$ cat src/rtl/uart_rx.sv
// 8N1 UART receiver: two-flop rx synchronizer, mid-bit sampling, false-start
// rejection and framing-error detection with a one-cycle valid pulse per byte.
module uart_rx #(
  parameter int unsigned CLKS_PER_BIT = 8
) (
  input  logic       clk,
  input  logic       rst,
  input  logic       rx,
  output logic [7:0] data,
  output logic       valid,
  output logic       frame_err,
  output logic       busy
);

  localparam int unsigned HALF  = CLKS_PER_BIT / 2;
  localparam int unsigned CNT_W = (CLKS_PER_BIT > 1) ? $clog2(CLKS_PER_BIT) : 1;
  localparam logic [CNT_W-1:0] CNT_HALF = CNT_W'(HALF - 1);
  localparam logic [CNT_W-1:0] CNT_LAST = CNT_W'(CLKS_PER_BIT - 1);

  typedef enum logic [2:0] {
    IDLE,
    START,
    DATA,
    STOP,
    WAIT_IDLE
  } state_t;

  state_t           state, state_n;
  logic [CNT_W-1:0] cnt, cnt_n;
  logic [2:0]       bit_idx, bit_idx_n;
  logic [7:0]       shift, shift_n;
  logic [7:0]       data_n;
  logic             valid_n, frame_err_n;
  logic             rx_m, rx_s;

  // Synchronizer resets to the idle line level so reset never looks like a start bit.
  always_ff @(posedge clk) begin
    if (rst) begin
      rx_m <= 1'b1;
      rx_s <= 1'b1;
    end else begin
      rx_m <= rx;
      rx_s <= rx_m;
    end
  end

  always_ff @(posedge clk) begin
    if (rst) begin
      state     <= IDLE;
      cnt       <= '0;
      bit_idx   <= '0;
      shift     <= '0;
      data      <= '0;
      valid     <= 1'b0;
      frame_err <= 1'b0;
    end else begin
      state     <= state_n;
      cnt       <= cnt_n;
      bit_idx   <= bit_idx_n;
      shift     <= shift_n;
      data      <= data_n;
      valid     <= valid_n;
      frame_err <= frame_err_n;
    end
  end

  always_comb begin
    state_n     = state;
    cnt_n       = cnt;
    bit_idx_n   = bit_idx;
    shift_n     = shift;
    data_n      = data;
    valid_n     = 1'b0;
    frame_err_n = 1'b0;
    case (state)
      IDLE: begin
        if (!rx_s) begin
          state_n = START;
          cnt_n   = '0;
        end
      end
      START: begin
        if (cnt != CNT_HALF) begin
          cnt_n = cnt + CNT_W'(1);
        end else if (!rx_s) begin
          state_n   = DATA;
          cnt_n     = '0;
          bit_idx_n = '0;
        end else begin
          state_n = IDLE;
        end
      end
      DATA: begin
        if (cnt != CNT_LAST) begin
          cnt_n = cnt + CNT_W'(1);
        end else begin
          shift_n = {rx_s, shift[7:1]};
          cnt_n   = '0;
          if (bit_idx == 3'd7) begin
            state_n = STOP;
          end else begin
            bit_idx_n = bit_idx + 3'd1;
          end
        end
      end
      STOP: begin
        if (cnt != CNT_LAST) begin
          cnt_n = cnt + CNT_W'(1);
        end else begin
          cnt_n = '0;
          if (rx_s) begin
            data_n  = shift;
            valid_n = 1'b1;
            state_n = IDLE;
          end else begin
            frame_err_n = 1'b1;
            state_n     = WAIT_IDLE;
          end
        end
      end
      WAIT_IDLE: begin
        if (rx_s) begin
          state_n = IDLE;
        end
      end
      default: state_n = IDLE;
    endcase
  end

  assign busy = (state != IDLE);

endmodule

$ cat config.mk
export PLATFORM = sky130hd
export DESIGN_NAME = uart_rx
export DESIGN_NICKNAME = d
export VERILOG_FILES = /design/src/rtl/uart_rx.sv
export SDC_FILE = /design/constraint.sdc
export NUM_CORES = 1
export LEC_CHECK = 0
export ABC_AREA = 1
export CAP_MARGIN = 20
export CORE_MARGIN = 2
export CORE_UTILIZATION = 51
export DETAILED_ROUTE_END_ITERATION = 12
export DONT_BUFFER_PORTS = 1
export HOLD_SLACK_MARGIN = 0.1
export PLACE_DENSITY = 0.71
export SLEW_MARGIN = 15
export SYNTH_ARGS = -nofsm -noshare
export SYNTH_HDL_FRONTEND = slang
export SYNTH_SLANG_ARGS = --single-unit
export TNS_END_PERCENT = 30
$ cat constraint.sdc
create_clock -name clk -period 2.72 [get_ports clk]
set_clock_uncertainty 0.05 [all_clocks]
set_input_delay 0.408 -clock clk [delete_from_list [all_inputs] [get_ports clk]]
set_output_delay 0.408 -clock clk [all_outputs]
set_load 0.02 [all_outputs]
==> impl_metrics.yaml <==
critical_path:
  worst_r2r_startpoint: "cnt[0]"
  rr_worst_depth: 7
  criticalPathCategory: "register to output port"
  worst_r2r_endpoint: "state[2]"
  cp.arrival_ns: 1.15
  startpoint_type_of_the_worst_setup_path: "register"
  timing.critical_path.fanout_max: 7
  worstPathRequired_ns: 2.26
  worstSetupEndpointType: "output port"
  timing.reg2reg.setup_slack_ns: 1.15
cts:
  holdBufCountCts: 1
  cts_inserted_buffers: 5
  cts_setup_buffers: 0
  cts_root_buffer: "clkbuf_4"
  clk_buf_depth: 2
  post_cts_resized: 0
  cts_tree: "done"
  h_tree_levels: 2
  cts.reportedPaths.clkPinSlew_ns: 0.10
  tritoncts_num_sinks: 29
  clock_latency_ns: 0.33
global_routing:
  antenna_violations_before_repair: 0
  global_route_total_overflow: 0
  grt_max_degree: 24
  grt_first_pass_wirelength_um: 4020
  globalRouteTotalUtil_pct: 19.6
  first_global_vias: 957
routing:
  antenna_violating_nets_post_route: 0
  wl_per_cell_um: 11.3
  route.detailed.vias_per_inst: 5.08
  detail_route.drc_violations: 0
  detailed_router_iteration_count_before_antenna_repair: 4
  route.vias.total: 1056
  postRouteWirelength_um: 2340
  drt_iter0_markers: 18
synthesis:
  yosysWarnings: 0
  synth_area_per_cell_um2: 7.45
  synthesis.area_um2: 1270
  most_area_hungry_cell_type_in_the_yosys_netlist: "dfxtp_1"
  synth_area_leaders: "dfxtp_1, nor2_1, o21ai_0"
  post_synth_num_cell_types: 20
  share_of_the_synthesized_area_in_the_top_cell_type_pct: 45.6
  synth_cells: 171
  sequential_element_share_of_the_synthesized_area_pct: 45.6
  postSynthRegisterBits: 29
  syn_nets: 180
die:
  die_width_um: 54.0
  design.portCount: 14
  start_util_pct: 52.9
  row_count: 18
  core_region_area_um2: 2410
  dieArea_um2: 2910
  die_height_um: 54.0
place:
  globalplace.congestion: 0.847
  placedInstanceArea_um2: 1300
  dp.cells: 199
  place.port_buffers: 0
  place.detailed.hpwl_um: 1710
timing:
  max_freq_ghz: 0.622
  final_hold_viol_count: 0
  slew_headroom_pct: 61.0
  holdWs_ns: 0.126
  worstMarginPinSlew_ns: 0.584
  finalCritPeriodShare_pct: 59.1
  fin_crit_ns: 1.61
  final_max_slew_viol_count: 0
  rsz0062_at_grt: "false"
  setup_tns_ns: 0
  report.final.setup_viol: 0
finish:
  finalNetCount: 186
  insertedDiodeCount: 0
  layout_commonest_cell: "nor2_1"
  synthToLayoutAreaGrowth_pct: 11.2
  number_of_cells_in_the_finished_layout_apart_from_fillers: 208
  drive_above_1_share_pct: 14.6
  layout.cells.most_common_list: "nor2_1, dfxtp_1, nand2_1, o21ai_0, nand3_1"
  final.fill_count: 220
  finish.instance_area_um2: 1420
power:
  cellPowerDensity_nw_per_um2: 1010
  power_leakage_nw: 0.639
  ir_drop_uv: 792
hold_path:
  holdCritStartpoint: "rst"
  hold_path_end: "rx_s"
  min-delay-path-class: "primary input to register"
  min_path_cells: 1
job:
  maxCapViolCount: 0
status:
  result_of_the_run: "completed"
layout make-up:
class | count | area [µm²] | area share, %
Multi-Input combinational cell | 126 | 632 | 44.6
Sequential cell | 29 | 581 | 41.0
Clock inverter | 3 | 65.1 | 4.59
Inverter | 14 | 53.8 | 3.80
Clock buffer | 5 | 37.5 | 2.65
Tap cell | 30 | 37.5 | 2.65
Timing Repair Buffer | 1 | 10.0 | 0.707
synth_stat cells:
master / number
nor2_1: 47
dfxtp_1: 29
nand2_1: 20
o21ai_0: 17
nand3_1: 13
inv_1: 10
a21oi_1: 7
ha_1: 6
nor2_2: 4
inv_2: 3
nand2_2: 3
clkbuf_1: 2
nor2_4: 2
or2_2: 2
a21oi_2: 1
clkinv_2: 1
nand3_2: 1
nand3b_2: 1
nor3_1: 1
or2_0: 1
kinds of logic after synthesis:
kind of cell	count (synthesis)	share of synthesized area, %
AO/OA/AOI/OAI	25	10.1
flip-flops	29	45.6
adder cells (fa/ha/maj)	6	5.89
buffers and inverters	16	4.81
AND/OR/NAND/NOR	95	33.6
how the worst max path moves through the flow:
| stage | to | cells after the start | start |
|---|---|---|---|
| final | busy | 2 | state[2] |
| after floorplan | state[2] | 7 | cnt[0] |
| after global placement | bit_idx[1] | 8 | cnt[0] |
| after global routing | state[2] | 9 | cnt[0] |
| after detailed placement | bit_idx[0] | 8 | cnt[0] |
| after CTS | busy | 2 | state[2] |
worst max-delay path, cell delays in order (launching register included):
cell	delay, ns
dfxtp_1	0.51
nor2_1	0.12
nand2_1	0.19
registers in the layout, indices dropped and copies added (netlist names):
signal     count
state          3
rx_m           1
valid          1
shift          8
rx_s           1
data           8
frame_err      1
bit_idx        3
cnt            3
through the flow:
stage,setup slack (ns),util [%],total power [mW]
2_1_floorplan,1.30,-,0.916
3_3_place_gp,1.22,54.1,0.979
3_5_place_dp,1.15,54.1,1.00
4_1_cts,1.11,58.8,1.44
5_1_grt,1.01,58.8,1.54
6_report,1.11,58.8,1.43
routing by layer:
metal | wire length [µm] | vias to the layer above | track usage, %
met5 | 0 | - | 0
met4 | 40 | 0 | 8.75
met3 | 138 | 6 | 6.67
met2 | 1080 | 21 | 30.9
met1 | 1090 | 466 | 24.1
li1 | - | 563 | -
where the power goes:
part           internal [mW]  leakage [nW]  switching (mW)
clock network          0.285        0.0552           0.157
logic                  0.156         0.349           0.304
registers              0.472         0.235          0.0608
Note: power is estimated with default switching activity, not from simulation.
